`src/rtl/demux_seq_pkg.sv`:
```
// ----------------------------------------------------------------------------
// demux_seq_pkg
// Shared definitions for the demux byte sequencer:
//   LANES / SEL_W : lane count of the downstream 1:8 demux and its select width
//   state_t       : sequencer FSM states (IDLE, SHIFT, DONE)
//   lane_t        : lane index type
// ----------------------------------------------------------------------------
package demux_seq_pkg;

   localparam int LANES = 8;
   localparam int SEL_W = 3;

   typedef enum logic [1:0] {
      IDLE  = 2'd0,
      SHIFT = 2'd1,
      DONE  = 2'd2
   } state_t;

   typedef logic [SEL_W-1:0] lane_t;

endpackage : demux_seq_pkg

```
`src/rtl/demux_byte_sequencer_next_lane_finder.sv`:
```
// ----------------------------------------------------------------------------
// next_lane_finder
// Purely combinational priority search over a lane mask.
//   mask  : in,  LANES  candidate lanes
//   cur   : in,  SEL_W  current lane (ignored when first=1)
//   first : in,  1      1 = search from lane 0, 0 = search strictly above cur
//   nxt   : out, SEL_W  lowest qualifying lane (0 when none found)
//   found : out, 1      a qualifying lane exists
// ----------------------------------------------------------------------------
module next_lane_finder
   import demux_seq_pkg::*;
(
   input  logic [LANES-1:0] mask,
   input  lane_t            cur,
   input  logic             first,
   output lane_t            nxt,
   output logic             found
);

   // Scan from the top lane down so the last hit is the lowest qualifying lane.
   always_comb begin
      nxt   = '0;
      found = 1'b0;
      for (int i = LANES - 1; i >= 0; i--) begin
         if (mask[i] && (first || (lane_t'(i) > cur))) begin
            nxt   = lane_t'(i);
            found = 1'b1;
         end
      end
   end

endmodule : next_lane_finder

```
`src/rtl/demux_byte_sequencer.sv`:
```
// ----------------------------------------------------------------------------
// demux_byte_sequencer
// Upstream feeder for the 1:8 demultiplexer. Accepts one byte per valid/ready
// handshake and, for every lane enabled in the byte's mask, drives the lane
// index on sel and the matching data bit on a, in ascending lane order.
//
// Ports:
//   clk        : in,  1      rising-edge clock
//   rst        : in,  1      asynchronous active-high reset
//   in_data    : in,  LANES  byte to distribute
//   in_valid   : in,  1      in_data / chan_mask valid
//   in_ready   : out, 1      block can accept a byte (IDLE)
//   chan_mask  : in,  LANES  bit i = 1 emits lane i; sampled at accept
//   a          : out, 1      serial bit to the demux data input
//   sel        : out, SEL_W  lane index to the demux select input
//   lane_valid : out, 1      a/sel carry a live lane this cycle
//   busy       : out, 1      a byte is in flight
//   done       : out, 1      one-cycle pulse when the byte has finished
//
// All outputs are decoded from registered state only, so there is no
// combinational path from the in_* inputs to any output.
// ----------------------------------------------------------------------------
module demux_byte_sequencer #(
   parameter int LANES = demux_seq_pkg::LANES,
   parameter int SEL_W = demux_seq_pkg::SEL_W
) (
   input  logic             clk,
   input  logic             rst,
   input  logic [LANES-1:0] in_data,
   input  logic             in_valid,
   output logic             in_ready,
   input  logic [LANES-1:0] chan_mask,
   output logic             a,
   output logic [SEL_W-1:0] sel,
   output logic             lane_valid,
   output logic             busy,
   output logic             done
);

   import demux_seq_pkg::*;

   state_t           state_q, state_d;
   logic [LANES-1:0] data_q,  data_d;
   logic [LANES-1:0] mask_q,  mask_d;
   lane_t            lane_q,  lane_d;

   // Single finder shared between accept (search the incoming mask from
   // lane 0) and SHIFT (search the latched mask above the current lane).
   logic [LANES-1:0] fin_mask;
   lane_t            fin_cur;
   logic             fin_first;
   lane_t            fin_nxt;
   logic             fin_found;

   next_lane_finder u_finder (
      .mask  (fin_mask),
      .cur   (fin_cur),
      .first (fin_first),
      .nxt   (fin_nxt),
      .found (fin_found)
   );

   always_ff @(posedge clk or posedge rst) begin
      if (rst) begin
         state_q <= IDLE;
         data_q  <= '0;
         mask_q  <= '0;
         lane_q  <= '0;
      end else begin
         state_q <= state_d;
         data_q  <= data_d;
         mask_q  <= mask_d;
         lane_q  <= lane_d;
      end
   end

   always_comb begin
      state_d   = state_q;
      data_d    = data_q;
      mask_d    = mask_q;
      lane_d    = lane_q;
      fin_mask  = mask_q;
      fin_cur   = lane_q;
      fin_first = 1'b0;

      unique case (state_q)
         IDLE: begin
            // The mask is searched straight from the input so the first lane
            // is ready in lane_q on the cycle right after accept.
            fin_mask  = chan_mask;
            fin_first = 1'b1;
            if (in_valid) begin
               data_d = in_data;
               mask_d = chan_mask;
               if (fin_found) begin
                  lane_d  = fin_nxt;
                  state_d = SHIFT;
               end else begin
                  state_d = DONE;
               end
            end
         end
         SHIFT: begin
            if (fin_found) begin
               lane_d = fin_nxt;
            end else begin
               state_d = DONE;
            end
         end
         DONE: begin
            state_d = IDLE;
         end
         default: begin
            state_d = IDLE;
         end
      endcase
   end

   // Outside SHIFT, a and sel are forced to 0 so every demux output stays low.
   always_comb begin
      lane_valid = (state_q == SHIFT);
      in_ready   = (state_q == IDLE);
      busy       = (state_q != IDLE);
      done       = (state_q == DONE);
      sel        = lane_valid ? SEL_W'(lane_q) : '0;
      a          = lane_valid ? data_q[lane_q] : 1'b0;
   end

endmodule : demux_byte_sequencer

```
`config.mk`:
```
export PLATFORM = sky130hd
export DESIGN_NAME = demux_byte_sequencer
export DESIGN_NICKNAME = d
export VERILOG_FILES = /design/src/rtl/demux_seq_pkg.sv /design/src/rtl/demux_byte_sequencer_next_lane_finder.sv /design/src/rtl/demux_byte_sequencer.sv
export SDC_FILE = /design/constraint.sdc
export NUM_CORES = 1
export LEC_CHECK = 0
export ABC_AREA = 1
export CAP_MARGIN = 40
export CORE_ASPECT_RATIO = 1.1
export CORE_MARGIN = 2
export CORE_UTILIZATION = 52
export DETAILED_ROUTE_END_ITERATION = 10
export PLACE_DENSITY = 0.87
export RECOVER_POWER = 50
export SLEW_MARGIN = 5
export SYNTH_ARGS = -nofsm -noshare
export SYNTH_HDL_FRONTEND = slang
export SYNTH_SLANG_ARGS = --single-unit
```
`constraint.sdc`:
```
create_clock -name clk -period 2 [get_ports clk]
set_input_delay 0.6 -clock clk [delete_from_list [all_inputs] [get_ports clk]]
set_output_delay 0.6 -clock clk [all_outputs]
set_load 0.02 [all_outputs]
```
# [Word-level counts from Yosys, hierarchy flattened]
# Index checks and enable logic that the tools add are counted.
[totals] register_bits=21 in_bits=19 word_cells=68
[classes] order_cmp=9 n_eq_ne=4 n_mux=29 n_reduce_logical=22
[op_table] operator="$mux 3" count=11
[op_table] operator="$gt 3x3->1 const A" count=4
[op_table] operator="$mux 1" count=11
[op_table] operator="$logic_and 1x1->1" count=8
[op_table] operator="$logic_or 1x1->1" count=8
[op_table] operator="$mux 8" count=1
[op_table] operator="$gt 1x3->1 const A" count=2
[op_table] operator="$gt 2x3->1 const A" count=2
[op_table] operator="$mux 2" count=3
[op_table] operator="$pmux 3 s2" count=1
[op_table] operator="$reduce_and 2->1" count=3
[op_table] operator="$lt 3x4->1 const B" count=1
[op_table] operator="$ne 2x2->1 const B" count=2
[op_table] operator="$pmux 2 s2" count=1
[op_table] operator="$reduce_bool 2->1" count=2
[op_table] operator="$bmux 1 s3" count=1
[op_table] operator="$eq 2x1->1 const B" count=1
[op_table] operator="$eq 2x2->1 const B" count=1
[op_table] operator="$logic_not 2->1" count=1

# [Depth between registers and ports, before layout]
# Gate-level depths: netlist of the first run.
[logic_depth] ltp_word=15 depth_mapped=13

# [Cells and area by module]
# Synthesis of the first run repeated with hierarchy kept, for this count alone.
[unflattened] cells_unflattened=170 hier_area_um2=1266.2
[modules_own_cells] module="demux_byte_sequencer" instances=1 cells_per_inst=130 area_per_inst_um2=1079.8
[modules_own_cells] module="next_lane_finder" instances=1 cells_per_inst=40 area_per_inst_um2=186.4

# [Worst setup path before layout of the first run]
# No wires, ideal clock.
[synth_timing] path_type="reg-to-output" start="register state_q[0]" end="output port a" t_arrival_ns=1.301 required_time_ns=1.400 path_slack_ns=0.099 stages_incl_launch_ff=5 path_buffers=0 path_cell_list="dfrtp_1 inv_2 nor2_1 inv_1 a31oi_1"
[synth_via] elab_chain_cells=2
[synth_rtl] item="start: declaration" line="demux_byte_sequencer.sv:42" text="state_t state_q, state_d;"
[synth_rtl] item="start signal: assignment" line="demux_byte_sequencer.sv:70" text="state_q <= state_d;"
[synth_rtl] item="$eq 2x1->1" line="demux_byte_sequencer.sv:121" text="lane_valid = (state_q == SHIFT);"
[synth_rtl] item="via lane_valid" line="demux_byte_sequencer.sv:35" text="output logic lane_valid,"
[synth_rtl] item="$mux 1" line="demux_byte_sequencer.sv:126" text="a = lane_valid ? data_q[lane_q] : 1'b0;"
[synth_rtl] item="end: declaration" line="demux_byte_sequencer.sv:33" text="output logic a,"
# The timed path passes the listed nets, and every way through them passes these cells.

# [Worst setup path after layout of the first run]
[layout_timing] start="register lane_q[0] (netlist: fin_cur[0])" end="output port a"
[layout_via] elab_chain_cells=3
[layout_rtl] item="start: declaration" line="demux_byte_sequencer.sv:45" text="lane_t lane_q, lane_d;"
[layout_rtl] item="start signal: assignment" line="demux_byte_sequencer.sv:73" text="lane_q <= lane_d;"
[layout_rtl] item="$bmux 1 s3" line="demux_byte_sequencer.sv:126"
[layout_rtl] item="$mux 1 (implied by the code)" line="demux_byte_sequencer.sv:126"
[layout_rtl] item="$mux 1" line="demux_byte_sequencer.sv:126"
# Every way passes these cells. The select of a mux whose other input is x is not followed.

==> results of run 1 <==
-- registers in the layout, summed over array words and instances (netlist names) --
register / flops
mask_q: 7
fin_cur: 3
data_q: 8
state_q: 2
-- cell families (layout without fill, tap and decap cells) --
kind of cell           Yosys count  in the layout  share of synthesized area (%)
AO/OA/AOI/OAI                   23             23                           11.3
flip-flops                      20             20                           43.8
AND/OR/NAND/NOR                101            101                           36.3
buffers and inverters           23             62                           8.65
-- metal layers --
layer	share of wire (%)	up-vias	GRT usage (%)	routed length [µm]
met2	55	49	48.6	1640
met3	5.9	4	4.80	174
met4	0.64	0	7.62	19
met1	38	543	26.9	1140
li1	-	594	-	-
met5	0	-	0	0
-- final cells by class --
cell class,instances,area [µm²]
repair buffers,41,350
fillers,162,488
inverters,17,63.8
flip-flops and latches,20,504
well taps,28,35.0
multi-input cells,124,564
clock buffers,4,36.3
-- cells in the mapped netlist --
master	instances
nor3_1	1
o21ai_2	1
nand2_1	69
buf_2	4
o21ai_1	1
nand2_2	1
a21o_1	1
o21ai_0	14
nor2_1	19
inv_1	15
nand3_1	5
nor2_2	4
a31oi_1	1
o21a_1	1
inv_2	2
dfrtp_1	20
o22ai_1	1
o21bai_1	1
buf_6	1
a21oi_1	2
nand2_4	2
clkbuf_1	1
-- worst min-delay path, delay by kind of cell (launching register included) --
kind | cells | cell delay (ns)
DFF | 1 | 0.36
and+or+nand+nor | 2 | 0.10
-- where the power goes --
group	switching, mW	internal (mW)
clock network	0.123	0.111
logic	0.909	0.623
registers	0.148	0.599
-- worst paths after layout --
path                                             start                     end  slack (ns)  cells past startpoint
worst max-delay path            fin_cur[0]$_DFFE_PP0P_                       a       -0.13                      6
worst min-delay path             data_q[0]$_DFFE_PP0P_   data_q[0]$_DFFE_PP0P_        0.49                      2
worst max register to register  state_q[1]$_DFFE_PP0P_  fin_cur[0]$_DFFE_PP0P_        0.28                     12
worst min register to register   data_q[0]$_DFFE_PP0P_   data_q[0]$_DFFE_PP0P_        0.49                      2
max in group asynchronous                          rst  fin_cur[0]$_DFFE_PP0P_        0.22                      3
min in group asynchronous                          rst   data_q[1]$_DFFE_PP0P_        1.07                      3
-- metrics by stage --
stage	util [%]	hold WS, ns	TNS, ns	std cells
after floorplan	-	0.437	0	167
after global routing	76.1	0.528	-0.258	234
final	76.1	0.490	-0.132	234
after detailed placement	73.8	0.464	-0.246	229
after CTS	75.2	0.491	-0.0901	233
after global placement	73.8	0.463	-0.138	229
-- repair_timing --
item | in CTS | in global routing
buffers inserted | 0 | 1
setup endpoints to repair | 8 | 6
pin swaps | 0 | 3
resized for setup | 22 | 17
==> qor.yml, run 1 <==
cpMostUsedCell: "o21ai_1"
hold_viol_final: 0
synth_top_area_cell: "dfrtp_1"
nNetsFinal: 226
clockBufferDepth: 2
max_stage_delay_ns: 0.48
grt_use_total_pct: 24.7
rows: 17
cp-start-kind: "register"
dp_slack_ns: -0.214
report.final.setup_viol: 1
fmaxAchievable_ghz: 0.469
synth_area_leaders: "dfrtp_1 44%, nand2_1 23%, nor2_1 6.2%"
ys_seq_elements: 20
clock_skew_ns: 0.00194
yosys_warnings: 0
layout-drive-gt1-share_pct: 19.4
wl_per_cell_um: 12.7
dieArea_um2: 2590
overflow: 0
antenna_found_initial: 0
finalWirelength_mm: 2.97
ant_nets: 0
power_per_cell_area_nw_per_um2: 1620
syn_nets: 186
firstDrtPassIters: 4
die_y_um: 53.2
power.total_mw: 2.51
clk_latency_ns: 0.30
yosysTopAreaCellShare_pct: 43.8
hold_buffers: 0
gp_congestion: 0.962
die_w_um: 48.7
cts-buffers-inserted: 3
dp_hpwl_mm: 2.23
crit_fanout: 7
final_cell_area_um2: 1550
hp-class: "register to register"
violations: "negative setup slack"
yosysUniqueCellTypes: 22
crit_family: "compound AO/OA/AOI/OAI gates"
seq_area_frac_synth_pct: 43.8
tritoncts: "done"
port_buffers: 26
layout_commonest_cell: "nand2_1"
cp.arrival_ns: 1.53
power_leakage_nw: 0.820
root_buffer: "clkbuf_4"
via_per_inst: 5.09
grt_max_degree: 21
slew_headroom_pct: 27.6
core_area_um2: 2040
area_growth_pct: 36.0
maxCapViolCount: 0
num_io_pins: 27
slowest_stage: "dfrtp_2"
ir_drop_mv: 1.32
status: "finished, violations left"
syn_avg_cell_area_um2: 6.84
crit_path_cell_trace: "a21oi_2 > o21ai_1 > o21ai_1 > nand2_1 > a31oi_1 > buf_4"
slew_violations: 0
n_antenna_cell: 0
start_util_pct: 55.9
vias: 1190
post-route-min-period_ns: 2.13
criticalPathCategory: "register to output pin"
grt_setup_unrepaired: "true"
cts.sinks: 20
netlist_area_um2: 1140
cts.clk_slew.worst_paths_ns: 0.11
grt_pass1_wl_mm: 4.70
drtIter0Drc: 54
path_buf_inv: 1
route.detailed.drc: 0
grt_pass1_vias: 1099
cp_data_required_time_ns: 1.40
postPlaceCellArea_um2: 1510
end_kind: "output pin"
cts.htree.levels: 1
worst_slew_pin_slew_ns: 1.09
post-route-period-util_pct: 107
fin_ws_ns: -0.132
synthCells: 167
layout_common_cells: "69 x nand2_1, 17 x dfrtp_1, 16 x nor2_1, 16 x clkdlybuf4s50_1, 14 x buf_4"
Power figures use the tool's default switching activity.
==> inputs of run 2 (changes only) <==
- PLACE_DENSITY: 0.87 -> 0.85
==> run 2 against run 1 <==
The run still ends with negative setup slack left. Non-clock buffer count stayed put. Via count decreased by 2.8%. Clock power is 22% lower. Die area stayed put. Combinational power down 6%. Final cell count decreased by 0.43%. Wire length fell by 7.7%. Clock skew shrank 0.00064 ns. Critical path depth unchanged. Fmax up 2.7%. Sequential share of layout area up 0.91 points. Critical path type unchanged.
==> qor.yml, run 2 (same netlist as run 1, synthesis figures left out) <==
status: "finished, violations left"  # unchanged
violations: "negative setup slack"  # unchanged
maxCapViolCount: 0  # unchanged
power_per_cell_area_nw_per_um2: 1560  # was 1620 nW/µm²
cp_data_required_time_ns: 1.40  # about the same
postPlaceCellArea_um2: 1510  # unchanged
hold_buffers: 0  # unchanged
report.final.setup_viol: 1  # unchanged
area_growth_pct: 31.7  # was 36.0%
reg2reg_depth: 14  # was 12
p_clk_share_pct: 7.8  # was 9.3%
clockBufferDepth: 2  # unchanged
route.detailed.drc: 0  # unchanged
cts-buffers-inserted: 3  # unchanged
pwr-share-comb_pct: 61.3  # was 61.0%
n_antenna_cell: 0  # unchanged
largest_register_ffs: 8  # unchanged
cp.arrival_ns: 1.47  # was 1.53 ns
cts.sinks: 20  # unchanged
root_buffer: "clkbuf_4"  # unchanged
reg2reg_from: "state_q[1]$_DFFE_PP0P_"  # unchanged
start_util_pct: 55.9  # unchanged
nNetsFinal: 226  # unchanged
end_kind: "output pin"  # unchanged
power_leakage_nw: 0.808  # was 0.820 nW
cts.htree.levels: 1  # unchanged
slew_headroom_pct: 28.2  # was 27.6%
wl_per_cell_um: 11.8  # was 12.7 µm
power_frac_seq_pct: 30.9  # was 29.7%
fin_ws_ns: -0.0748  # was -0.132 ns
num_io_pins: 27  # unchanged
cp-start-kind: "register"  # unchanged
grt_max_degree: 21  # unchanged
drtIter0Drc: 26  # was 54
die_w_um: 48.7  # unchanged
post-route-min-period_ns: 2.07  # was 2.13 ns
ff_latch_area_um2: 502  # was 504 µm²
port_buffers: 26  # unchanged
whs_path_depth: 2  # unchanged
antenna_found_initial: 0  # unchanged
grt_pass1_wl_mm: 4.64  # was 4.70 mm
grt_use_met1_pct: 29.1  # was 26.9%
ant_nets: 0  # unchanged
die_y_um: 53.2  # unchanged
use_met2_pct: 44.7  # was 48.6%
clk_latency_ns: 0.29  # was 0.30 ns
largest-register: "data_q"  # unchanged
dp_hpwl_mm: 2.17  # was 2.23 mm
min_from: "data_q[6]$_DFFE_PP0P_"  # was data_q[0]$_DFFE_PP0P_
core_area_um2: 2040  # unchanged
rows: 17  # unchanged
ir_drop_mv: 1.05  # was 1.32 mV
regToRegSetupSlack_ns: 0.16  # was 0.28 ns
dieArea_um2: 2590  # unchanged
grt_use_total_pct: 23.7  # was 24.7%
timing.hold.ws_ns: 0.486  # was 0.490 ns
vias: 1157  # was 1190
firstDrtPassIters: 4  # unchanged
internal_power_mw: 1.24  # was 1.33 mW
post-route-period-util_pct: 104  # was 107%
worstHoldEndpoint: "data_q[6]$_DFFE_PP0P_"  # was data_q[0]$_DFFE_PP0P_
finalWirelength_mm: 2.74  # was 2.97 mm
grtUsageMet3_pct: 2.26  # was 4.80%
overflow: 0  # unchanged
layout_common_cells: "69 x nand2_1, 19 x nor2_1, 19 x dfrtp_1, 17 x clkdlybuf4s50_1, 14 x inv_1"  # was 69 x nand2_1, 17 x dfrtp_1, 16 x nor2_1, 16 x clkdlybuf4s50_1, 14 x buf_4
fmaxAchievable_ghz: 0.482  # was 0.469 GHz
tritoncts: "done"  # unchanged
reg2reg_to: "fin_cur[0]$_DFFE_PP0P_"  # unchanged
criticalPathCategory: "register to output pin"  # unchanged
clock_skew_ns: 0.00131  # was 0.00194 ns
final_cell_area_um2: 1500  # was 1550 µm²
grt-busiest-layer: "met2"  # unchanged
hp-class: "register to register"  # unchanged
grt_pass1_vias: 1097  # was 1099
n_fill_cell: 177  # was 162
cts.clk_slew.worst_paths_ns: 0.10  # was 0.11 ns
via_per_inst: 4.97  # was 5.09
switchingPower_mw: 1.11  # was 1.18 mW
switching_share_pct: 47.1  # was 47.0%
worst_slew_pin_slew_ns: 1.08  # was 1.09 ns
gp_congestion: 0.943  # was 0.962
slew_violations: 0  # unchanged
layout-drive-gt1-share_pct: 15.6  # was 19.4%
grt_setup_unrepaired: "true"  # unchanged
hold_viol_final: 0  # unchanged
layout_commonest_cell: "nand2_1"  # unchanged
crit_fanout: 7  # unchanged
multi_input_area_um2: 547  # was 564 µm²
==> run 2: cell count changes in the layout (fill, tap and decap cells not counted), sizes merged <==
cell	before	now
clkdlybuf4s15	1	0
dlygate4sd3	2	1
buf	17	14
dlygate4sd2	3	4
clkdlybuf4s50	16	17
clkbuf	6	8
==> run 2: metrics by stage <==
step / power [mW] / worst slack (ns) / std cells / TNS (ns) / utilization (%)
final: 2.34 / -0.0748 / 233 / -0.0748 / 73.7
after global routing: 2.55 / -0.157 / 233 / -0.296 / 73.7
after CTS: 2.35 / -0.259 / 232 / -0.259 / 74.8
after detailed placement: 2.20 / -0.206 / 229 / -0.206 / 73.8
after global placement: 2.15 / -0.139 / 229 / -0.139 / 73.8
after floorplan: 1.68 / 0.0985 / 167 / 0 / -
==> run 2: final cells by class <==
class	count	area share [%]
Inverter	17	4.24
Sequential cell	20	33.4
Multi-Input combinational cell	124	36.4
Timing Repair Buffer	41	22.2
Tap cell	28	2.33
Clock buffer	3	1.50
==> run 2: metal layers <==
layer | share of wire, % | routed length [µm] | vias to the layer above
met2 | 53 | 1440 | 30
met3 | 4.5 | 123 | 2
met1 | 42 | 1160 | 532
met5 | 0 | 0 | -
met4 | 0.51 | 14 | 0
li1 | - | - | 593
==> run 2: worst max path at each step <==
stage,start,endpoint,slack (ns)
3_5_place_dp,fin_cur[0]$_DFFE_PP0P_,a,-0.21
3_3_place_gp,fin_cur[0]$_DFFE_PP0P_,a,-0.14
4_1_cts,fin_cur[0]$_DFFE_PP0P_,a,-0.26
2_1_floorplan,state_q[0]$_DFFE_PP0P_,a,0.1
6_report,fin_cur[0]$_DFFE_PP0P_,a,-0.07
5_1_grt,fin_cur[1]$_DFFE_PP0P_,a,-0.16
==> run 2: power by group through the flow <==
stage	clock network, mW	logic, mW	registers, mW
6_report	0.183	1.44	0.724
3_5_place_dp	0	1.48	0.719
4_1_cts	0.193	1.45	0.711
2_1_floorplan	0	1.01	0.666
3_3_place_gp	0	1.44	0.712
5_1_grt	0.212	1.60	0.746
==> run 2: critical path, cell delays in order, from the launching register on <==
cell     delay [ns]
dfrtp_2        0.47
a21oi_2        0.13
o21ai_1        0.08
o21ai_1        0.08
nand2_1        0.06
a31oi_1        0.17
buf_2          0.19
==> run 2: what timing repair did <==
| item | 4_1_cts | 5_1_grt |
|---|---|---|
| resized for setup | 13 | 12 |
| buffers inserted | 0 | 1 |
| hold endpoints to repair | 0 | 0 |
| pin swaps | 0 | 2 |
| setup endpoints to repair | 8 | 4 |
